### src/rtl/knn_pkg.sv
// Shared KNN definitions: classifier constants, scheduler defaults and FSM state encoding.
package knn_pkg;

    localparam int LABELS       = 10;
    localparam int K_NEIGHBOURS = 4;
    localparam int N_MAX_DEF    = 64;
    localparam int M_MAX_DEF    = 8;

    typedef enum logic [2:0] {
        ST_IDLE   = 3'd0,
        ST_ISSUE  = 3'd1,
        ST_DRAIN  = 3'd2,
        ST_RESULT = 3'd3,
        ST_FINISH = 3'd4
    } sched_state_t;

endpackage

### src/rtl/knn_idx_cnt.sv
// Wrapping index counter: zero load, increment, and a terminal-count flag against a runtime limit.
module knn_idx_cnt #(
    parameter int W = 6
) (
    input  logic         clk,
    input  logic         rst_n,
    input  logic         load,
    input  logic         inc,
    input  logic [W-1:0] last,
    output logic [W-1:0] idx,
    output logic         tc
);

    logic [W-1:0] idx_reg;

    assign idx = idx_reg;
    assign tc  = (idx_reg == last);

    always_ff @(posedge clk or negedge rst_n) begin
        if (!rst_n) begin
            idx_reg <= '0;
        end else if (load) begin
            idx_reg <= '0;
        end else if (inc) begin
            idx_reg <= tc ? '0 : idx_reg + W'(1);
        end
    end

endmodule

### src/rtl/knn_sched.sv
// KNN scheduler: walks every training point for each test point, handshaking pairs into the
// distance datapath and each finished K-list out to the result consumer.
module knn_sched
    import knn_pkg::*;
#(
    parameter int N_MAX = N_MAX_DEF,
    parameter int M_MAX = M_MAX_DEF,
    localparam int NW   = $clog2(N_MAX),
    localparam int MW   = $clog2(M_MAX)
) (
    input  logic          clk,
    input  logic          rst_n,
    input  logic          start,
    input  logic          abort,
    input  logic [NW:0]   n_points,
    input  logic [MW:0]   m_points,
    output logic [NW-1:0] trn_idx,
    output logic [MW-1:0] tst_idx,
    output logic          dp_valid,
    input  logic          dp_ready,
    output logic          dp_first,
    input  logic          dp_done,
    output logic          res_valid,
    input  logic          res_ready,
    output logic          busy,
    output logic          done
);

    localparam logic [NW:0] N_CAP = (NW+1)'(N_MAX);
    localparam logic [MW:0] M_CAP = (MW+1)'(M_MAX);

    sched_state_t state_reg, state_next;
    logic [NW:0]  n_lat_reg;
    logic [MW:0]  m_lat_reg;
    logic [NW:0]  n_sat, n_m1;
    logic [MW:0]  m_sat, m_m1;
    logic         start_go, trn_inc, tst_inc, trn_tc, tst_tc;

    assign n_sat = (n_points > N_CAP) ? N_CAP : n_points;
    assign m_sat = (m_points > M_CAP) ? M_CAP : m_points;
    assign n_m1  = n_lat_reg - (NW+1)'(1);
    assign m_m1  = m_lat_reg - (MW+1)'(1);

    always_ff @(posedge clk or negedge rst_n) begin
        if (!rst_n) begin
            state_reg <= ST_IDLE;
            n_lat_reg <= '0;
            m_lat_reg <= '0;
        end else begin
            state_reg <= state_next;
            if (start_go) begin
                n_lat_reg <= n_sat;
                m_lat_reg <= m_sat;
            end
        end
    end

    always_comb begin
        state_next = state_reg;
        start_go   = 1'b0;
        trn_inc    = 1'b0;
        tst_inc    = 1'b0;
        case (state_reg)
            ST_IDLE: begin
                if (start) begin
                    start_go   = 1'b1;
                    state_next = (n_sat == '0 || m_sat == '0) ? ST_FINISH : ST_ISSUE;
                end
            end
            ST_ISSUE: begin
                if (dp_ready) begin
                    trn_inc = 1'b1;
                    if (trn_tc) state_next = ST_DRAIN;
                end
            end
            ST_DRAIN: begin
                if (dp_done) state_next = ST_RESULT;
            end
            ST_RESULT: begin
                if (res_ready) begin
                    if (tst_tc) begin
                        state_next = ST_FINISH;
                    end else begin
                        tst_inc    = 1'b1;
                        state_next = ST_ISSUE;
                    end
                end
            end
            ST_FINISH: state_next = ST_IDLE;
            default:   state_next = ST_IDLE;
        endcase
        // Abort overrides any transfer or handshake completing in the same cycle.
        if (abort && state_reg != ST_IDLE) begin
            state_next = ST_IDLE;
            trn_inc    = 1'b0;
            tst_inc    = 1'b0;
        end
    end

    knn_idx_cnt #(.W(NW)) u_trn_cnt (
        .clk   (clk),
        .rst_n (rst_n),
        .load  (start_go),
        .inc   (trn_inc),
        .last  (n_m1[NW-1:0]),
        .idx   (trn_idx),
        .tc    (trn_tc)
    );

    knn_idx_cnt #(.W(MW)) u_tst_cnt (
        .clk   (clk),
        .rst_n (rst_n),
        .load  (start_go),
        .inc   (tst_inc),
        .last  (m_m1[MW-1:0]),
        .idx   (tst_idx),
        .tc    (tst_tc)
    );

    assign dp_valid  = (state_reg == ST_ISSUE);
    assign dp_first  = dp_valid && (trn_idx == '0);
    assign res_valid = (state_reg == ST_RESULT);
    assign busy      = (state_reg != ST_IDLE);
    assign done      = (state_reg == ST_FINISH);

endmodule

### config.mk
export PLATFORM = sky130hd
export DESIGN_NAME = knn_sched
export DESIGN_NICKNAME = d
export VERILOG_FILES = /design/src/rtl/knn_pkg.sv /design/src/rtl/knn_idx_cnt.sv /design/src/rtl/knn_sched.sv
export SDC_FILE = /design/constraint.sdc
export NUM_CORES = 1
export LEC_CHECK = 0
export CAP_MARGIN = 20
export CORE_MARGIN = 4
export CORE_UTILIZATION = 45
export CTS_CLUSTER_DIAMETER = 50
export DETAILED_ROUTE_END_ITERATION = 6
export GPL_TIMING_DRIVEN = 0
export PLACE_DENSITY = 0.79
export RECOVER_POWER = 25
export SYNTH_ARGS = -nofsm -noshare
export SYNTH_HDL_FRONTEND = slang
export SYNTH_SLANG_ARGS = --single-unit
### constraint.sdc
create_clock -name clk -period 2.1 [get_ports clk]
set_clock_uncertainty 0.15 [all_clocks]
set_input_delay 0.42 -clock clk [delete_from_list [all_inputs] [get_ports clk]]
set_output_delay 0.42 -clock clk [all_outputs]
set_load 0.01 [all_outputs]
# After elaboration in Yosys (flattened, before gate mapping)
# Cells that the tools add are included.
# Widths: inputs -> output; s select.
# op_classes
n_eq_ne,11
n_reduce_logical,11
order_cmp,2
addsub,4
n_mux,26
# op_table
operator,count
$mux 3,11
$mux 6,3
$pmux 3 s4,1
$mux 1,9
$ne 3x1->1 const B,3
$gt 7x7->1 const B,1
$logic_not 7->1,1
$mux 7,1
$add 6x1->6 const B,1
$eq 3x2->1 const B,2
$eq 6x6->1,1
$logic_not 6->1,1
$ne 3x3->1 const B,2
$sub 6x1->6 const B,1
$reduce_and 5->1,1
$gt 4x4->1 const B,1
$logic_not 4->1,1
$mux 4,1
$reduce_bool 2->1,2
$add 3x1->3 const B,1
$eq 3x1->1 const B,1
$eq 3x3->1,1
$eq 3x3->1 const B,1
$logic_not 3->1,1
4 further kinds,5
# word_totals
inputBits,18
register_bits,21
output_inout_bits,14
elab_cells,59

# Longest topological paths before layout
# Gate-level depths: netlist (run 1).
# depth
ltp_word,8
mapped_depth,7
depth_no_buf,7

# Cells and area by module
# A second synthesis (run 1) with hierarchy kept.
# hier_totals
hier_cells,148
area_unflattened_um2,1402.6
# modules_own_cells
module,seq_area_each_um2,area_each_um2,instances,cells_per_inst
knn_sched,300.3,787.0,1,91
knn_idx_cnt at u_trn_cnt,150.1,399.1,1,37
knn_idx_cnt at u_tst_cnt,75.1,216.5,1,20

# Worst setup path before layout (run 1)
# Ideal clock, no wire load.
# synth_timing
path_type,register to register
from,register m_lat_reg[0]
to,register u_tst_cnt.idx_reg[2] (netlist: u_tst_cnt.idx[2])
path_stages_with_launch,8
required_ns,1.821
setup_time_ns,0.129
setup_slack_ns,0.278
t_arrival_ns,1.542
cell_sequence,dfrtp_1 -> inv_1 -> ha_1 -> xor3_1 -> nor3_2 -> nand4bb_2 -> o211ai_1 -> o31ai_1
# synth_via
elab_chain_len,7
elab_cells_between_ends,10
classes_between,add/sub: 1; eq/ne: 1; mux: 7; reduce/logical: 1
# synth_lines
element,line_no,rtl
start: declaration,knn_sched.sv:34,logic [MW:0] m_lat_reg;
start signal: assignment,knn_sched.sv:53,m_lat_reg <= m_sat;
$sub 3x1->3 (*),knn_sched.sv:42,assign m_m1 = m_lat_reg - (MW+1)'(1);
$eq 3x3->1 (*),knn_idx_cnt.sv:17,assign tc = (idx_reg == last);
$mux 1,knn_sched.sv:81,if (tst_tc) begin
$mux 1,knn_sched.sv:80,if (res_ready) begin
$mux 1,knn_sched.sv:63,case (state_reg)
$mux 1,knn_sched.sv:93,if (abort && state_reg != ST_IDLE) begin
$reduce_bool 2->1 (no source line),-,
end signal: assignment,knn_idx_cnt.sv:25,idx_reg <= tc ? '0 : idx_reg + W'(1);
end: declaration,knn_idx_cnt.sv:14,logic [W-1:0] idx_reg;
# Every way passes the cells marked *; elsewhere a longest branch is shown, timed or not. The select of a mux whose other input is x is not followed.
# A chain may end at the register's enable or synchronous reset.

# Worst setup path after layout (run 1)
# layout_timing
from,register state_reg[2]
to,output port res_valid
# layout_via
elab_chain_len,1
# layout_lines
element,line_no,rtl
start: declaration,knn_sched.sv:32,"sched_state_t state_reg, state_next;"
start signal: assignment,knn_sched.sv:50,state_reg <= state_next;
$eq 3x2->1,knn_sched.sv:122,assign res_valid = (state_reg == ST_RESULT);
end: declaration,knn_sched.sv:23,"output logic res_valid,"
# Every way passes these cells.

==> impl_results.md, run 1 <==
- Outcome: finished clean
- # diodes: 0
- Synth async-reset ratio: 1.00
- Min Hold Slack: 302 ps
- Largest family of logic cells by synthesized area: simple AND/OR/NAND/NOR gates
- Max IR drop VDD: 0.588 mV
- Synth area leaders: dfrtp_1 35%, nand2_1 4.5%, ha_1 4.1%, o21ai_0 3.0%, nand3b_1 3.0%
- Initial drt markers: 82
- Tcrit/Tclk final: 0.978
- Count of final setup violators: 0
- Most common cell in the netlist: dfrtp_1
- Fillers: 264
- Startpoint types: flop
- Static leakage power: 0.000875 uW
- DR vias/cell: 5.53
- HPWL after DPL: 2740 um
- Vias in the first global route: between 1,000 and 1,500
- Adder-cell share of the synthesized area: 0.0415
- Mapped Nets: 181
- Nets: ~230
- CTS Root Cell: clkbuf_4
- Synth Area in XOR/XNOR: 0.0846
- Final hold violations: 0
- Share of layout cells above drive strength 1: 0.182
- Port Buffers: 31
- Post-synth EDFFs: 0
- Initial antenna violation count: 0
- F_max: 487 MHz
- Hold Path Class: in2async
- TritonCTS Sinks: 21
- Drt pass-1 iters: 5
- Post-Syn Area: around 1500 um2
- Mapped Cells: around 160
- TNS Setup: 0 ps
- Max Cap Viol: 0
- Critical path class: reg2out
- WL per Instance: 15.5 um
- Die area: 4340 um2
- Sequential-to-total area share from yosys stat: 0.349
- CTS tree: done
- Worst-path fanout max: 5
- DRT antenna net count: 0
- Initial core utilization: 0.482
- Synth area leader: dfrtp_1
- Tightest Pin Transition: 703 ps
- DR vias: 1,366
- Compound-cell area share of the yosys netlist: 0.185
- Endpoint class of the critical path: primary output
- Row count: 20
- Share of the synthesized area in the top cell type: 0.349
- DRC Markers: 0
- Post-Synth Simple-Gate Area: 0.276
- First-pass GRT wire length: roughly 6500 um
- Avg Synthesized Cell Area: between 9 and 10 um2
- Required time worst endpoint: 1530 ps
- I/O pin count: 32
- Max-slew violations: 0
- Clock Latency Late Sink: 320 ps
- Synth Flop Type: dfrtp_1
- Total global routing overflow: 0
- PD cells: 1150 nW/um2
- Overall power: 2320 uW
- Total Wirelength: ~3800 um
- Max_slew headroom: 0.531
- CTS clk-pin slew, worst paths: 140 ps
- Total track usage: 0.190
- Commonest cells post-synth: 21 x dfrtp_1, 18 x nand2_1, 11 x inv_1, 9 x o21ai_0, 8 x nor2_1
- Die height: 65.9 um
- Num CTS Buffers: 3
- Clock Tree Buf Depth: 2
- Post-layout min period: 2050 ps
- Area delta synth->final: 33.5%
- CP Data Arrival Time: 1480 ps
- RSZ-0062 raised after global routing: yes
- Htree depth: 1
- Mux contribution to synthesized area: 0.0133
- Syn. warnings: 0
- Chip width: 65.9 um
- Hold_buf cts: 0
- Unique cell type count in the Yosys netlist: 52
- Largest net degree at the start of global routing: 22
- Yosys reg bits: 21
- CORE AREA: 3130 um2
- RD Place Congestion: between 0.8 and 0.9
[layer usage]
| layer | wire [um] | global-route usage | share of wire |
|---|---|---|---|
| met5 | 0 | 0 | 0 |
| met4 | 25 | 0.0518 | 0.0065 |
| met3 | 179 | 0.0340 | 0.047 |
| met2 | 1890 | 0.308 | 0.50 |
| met1 | 1730 | 0.260 | 0.45 |
[final timing paths]
path / slack [ps] / startpoint / cells past startpoint / endpoint
max in group asynchronous: 530 / rst_n / 2 / n_lat_reg[0]
min in group clk: 370 / n_lat_reg[5] / 2 / n_lat_reg[5]
setup / recovery: 50 / state_reg[2] / 4 / res_valid
setup reg to reg: 100 / m_lat_reg[0] / 7 / u_tst_cnt.idx[1]
hold / removal: 300 / rst_n / 1 / state_reg[1]
hold reg to reg: 370 / n_lat_reg[5] / 2 / n_lat_reg[5]
[through the flow]
step,setup WS [ps],cells,util,instance area [um2]
floorplan,278,158,-,1510
global placement,-188,233,0.599,1870
detailed placement,-199,233,0.599,1870
CTS,-55.7,244,0.624,1950
global route,-32.0,247,0.644,2010
finish,45.7,247,0.644,2010
[critical path, stage by stage (launching register included)]
cell and delay, ps:
dfrtp_2 490, buf_6 150, or2b_1 270, nor2_2 120, buf_2 140
[what timing repair did]
action,CTS,global route
endpoints found under the setup margin,5,7
pin swaps,3,3
gates resized for setup,11,9
setup buffers,7,2
endpoints found under the hold margin,0,0
[area by class of cell]
type / instances / area, um2 / share of cell area
timing repair buffer: 41 / 390 / 0.194
multi-input combinational: 121 / 936 / 0.465
clock inverter: 1 / 5.00 / 0.00249
tap: 44 / 55.1 / 0.0273
clock buffer: 3 / 22.5 / 0.0112
sequential: 21 / 527 / 0.262
inverter: 11 / 41.3 / 0.0205
buffer: 5 / 36.3 / 0.0180
[layout by cell type, fill, tap and decap left out, types with 3 or more instances in the layout]
cell type	n
clkdlybuf4s50_1	25
dfrtp_1	20
nand2_1	18
inv_1	11
o21ai_0	9
buf_4	8
nor2_1	8
nand3b_1	6
xor2_1	5
xnor2_1	5
ha_1	5
buf_2	4
o211ai_1	4
buf_6	3
nor3_1	3
nor2b_1	3
nand2b_1	3
and2_1	3
o221ai_1	3
clkbuf_4	3
[power breakdown]
| part | internal, uW | switching [uW] | total [uW] |
|---|---|---|---|
| logic | 703 | 761 | 1460 |
| registers | 519 | 121 | 641 |
| clock network | 71.3 | 145 | 216 |
| total | 1290 | 1030 | 2320 |
[cells by family (layout without fill, tap and decap cells)]
| logic type | after synthesis | count (layout) |
|---|---|---|
| flops | 21 | 21 |
| simple gates | 67 | 67 |
| compound gates | 35 | 35 |
| mux | 2 | 2 |
| xor+xnor | 12 | 12 |
| fa+ha+maj | 5 | 5 |
| buf+inv | 16 | 61 |
Power figures use the tool's default switching activity.
==> run 2, diff against run 1 <==
- CTS_CLUSTER_DIAMETER: 50 -> 60
==> results of run 2 <==
No change in the layout: final DEF, timing and power equal those of run 1.
==> run 3, diff against run 2 <==
- PLACE_DENSITY: 0.79 -> 0.8
- SYNTH_HIERARCHICAL: default -> 1
- clock period: 2.1 -> 2.6 ns (I/O delays scaled with it)
==> impl_results.md, run 3 <==
- Most common cell in the netlist: dfrtp_1
- Syn. warnings: 6
- M1 GR Usage: 0.209
- Share of layout cells above drive strength 1: 0.108
- Unique cell type count in the Yosys netlist: 44
- Crit path cell chain: or4_1 -> nor4_1 -> dlygate4sd2_1
- Critical path class: reg2out
- Synth async-reset ratio: 1.00
- Tightest Pin Transition: 1090 ps
- Total global routing overflow: 0
- F_max: 406 MHz
- Worst-path fanout max: 6
- First-pass GRT wire length: 5400 um
- Required time worst endpoint: 1930 ps
- Final hold violations: 0
- Vias in the first global route: ~1,200
- Row count: 19
- Hold_buf cts: 0
- Sequential-to-total area share from yosys stat: 0.375
- Outcome: finished clean
- Post-Synth Simple-Gate Area: 0.240
- Post-layout min period: 2460 ps
- Synth area leader: dfrtp_1
- PD cells: ~710 nW/um2
- Commonest non-fill, non-tap cell in the layout: clkdlybuf4s50_1
- Max-slew violations: 0
- Post-Syn Area: 1400 um2
- Synth area leaders: dfrtp_1 37%, xor2_1 5.6%, xnor2_1 4.4%, nand2b_1 4.0%, ha_1 3.6%
- Synth Flop Type: dfrtp_1
- CP Data Arrival Time: 1790 ps
- DR vias/cell: between 5 and 6
- Compound-cell area share of the yosys netlist: 0.168
- Max IR drop VDD: about 0.44 mV
- Clock Latency Late Sink: between 300 and 400 ps
- WP depth: 3
- Htree depth: 1
- CTS tree: done
- Yosys reg bits: 21
- Worst R2R End: state_reg[1]
- Mapped Nets: 170
- Static leakage power: about 0.00074 uW
- Grt met3 use: 0.0298
- Startpoint types: flop
- Commonest cells post-synth: 21 x dfrtp_1, 13 x nand2_1, 12 x inv_1
- HPWL after DPL: 2440 um
- TNS Setup: 0 ps
- Count of final setup violators: 0
- Total track usage: 0.162
- Synth Area in XOR/XNOR: 0.123
- Delay-heaviest family, CP: simple AND/OR/NAND/NOR gates
- Nets: ~210
- CORE AREA: 2880 um2
- Clock Tree Buf Depth: 2
- Avg Synthesized Cell Area: 9.48 um2
- R2R depth: 8
- Met2 usage: 0.266
- Adder-cell share of the synthesized area: 0.0357
- # diodes: 0
- Die area: ~4000 um2
- Initial antenna violation count: 0
- Initial drt markers: 43
- Non-filler instance count after layout: 228
- Largest net degree at the start of global routing: 22
- RD Place Congestion: 0.803
- DRC Markers: 0
- Worst setup path startpoint: u_trn_cnt/idx[1]
- Drt pass-1 iters: 4
- CTS clk-pin slew, worst paths: 120 ps
- R2R Path Start: n_lat_reg[2]
- Max_slew headroom: 0.276
- Num CTS Buffers: 3
- Max Cap Viol: 0
- Total Wirelength: approximately 3100 um
- DR vias: 1,214
- Port Buffers: 31
- CP peak stage delay: 550 ps
- Area delta synth->final: 29.5%
- RSZ-0062 raised after global routing: no
- FF-to-FF setup slack: 180 ps
- Mapped Cells: roughly 150
- WL per Instance: 13.6 um
- Tcrit/Tclk final: 0.948
- I/O pin count: 32
- Mux contribution to synthesized area: 0.00714
- CP max-delay cell: or4_1
- Critical path endpoint: dp_first
- Hold Path Class: in2async
- Commonest non-fill, non-tap cells in the layout: 29 x clkdlybuf4s50_1, 20 x dfrtp_1, 13 x nand2_1, 12 x inv_1
- TritonCTS Sinks: 21
- Chip width: ~64 um
- Endpoint class of the critical path: primary output
- CTS Root Cell: clkbuf_4
- Initial core utilization: 0.488
- Largest family of logic cells by synthesized area: simple AND/OR/NAND/NOR gates
- Die height: 63.8 um
- Share of the synthesized area in the top cell type: 0.375
- Post-synth EDFFs: 0
- Bufs and invs on worst path: 1
- DRT antenna net count: 0
- GR peak layer: met2
- Placed insts: 221
-- run 3: logic make-up (layout without fill, tap and decap cells) --
family          count (synthesis)  in the layout
flops                          21             21
buf+inv                        16             54
simple gates                   54             54
xor+xnor                       18             18
compound gates                 34             34
mux                             1              1
fa+ha+maj                       4              4
-- run 3: layout make-up --
class                           instances  area, um2
Tap cell                               42       52.6
Multi-Input combinational cell        111        811
Timing Repair Buffer                   34        328
Inverter                               12       45.0
Clock buffer                            4       26.3
Fill cell                             247       1060
Sequential cell                        21        527
Buffer                                  4       27.5
-- run 3: what timing repair did --
action,4_1_cts,5_1_grt
setup endpoints to repair,1,3
pin swaps,0,1
resized for setup,2,2
buffers inserted,0,2
-- run 3: worst min-delay path by stage --
stage | from | endpoint | slack, ps | depth (start not counted)
after floorplan | rst_n | m_lat_reg[0] | 70 | 0
after global placement | m_lat_reg[2] | m_lat_reg[2] | 350 | 2
after detailed placement | m_lat_reg[2] | m_lat_reg[2] | 360 | 2
after CTS | m_lat_reg[2] | m_lat_reg[2] | 390 | 2
after global routing | rst_n | u_tst_cnt/idx[1] | 250 | 1
final | rst_n | u_tst_cnt/idx[1] | 270 | 1
-- run 3: power breakdown --
part           leakage (uW)  internal (uW)  switching, uW
combinational      0.000440            310            371
clock             0.0000150           59.9            102
sequential         0.000282            388           56.7
total              0.000736            758            530
-- run 3: worst reg2reg max path: cells and delay by family, from the launching register on --
| kind | cells | cell delay (ps) |
|---|---|---|
| AO/OA/AOI/OAI | 1 | 400 |
| flip-flops | 1 | 460 |
| XOR/XNOR | 2 | 350 |
| AND/OR/NAND/NOR | 5 | 960 |
-- run 3: per-stage QoR --
step | power [uW] | area, um2 | hold slack (ps) | setup WS [ps] | utilization
floorplan | 926 | 1400 | 74.4 | 407 | -
global placement | 1090 | 1770 | 352 | 162 | 0.614
detailed placement | 1130 | 1770 | 361 | 117 | 0.614
CTS | 1280 | 1790 | 389 | 80.1 | 0.623
global route | 1390 | 1820 | 252 | 10.9 | 0.632
finish | 1290 | 1820 | 265 | 136 | 0.632
-- run 3: metal layers --
metal / up-vias / routed length, um
met5: - / 0
met4: 0 / 51
met3: 9 / 193
met2: 41 / 1470
met1: 561 / 1400
li1: 603 / -
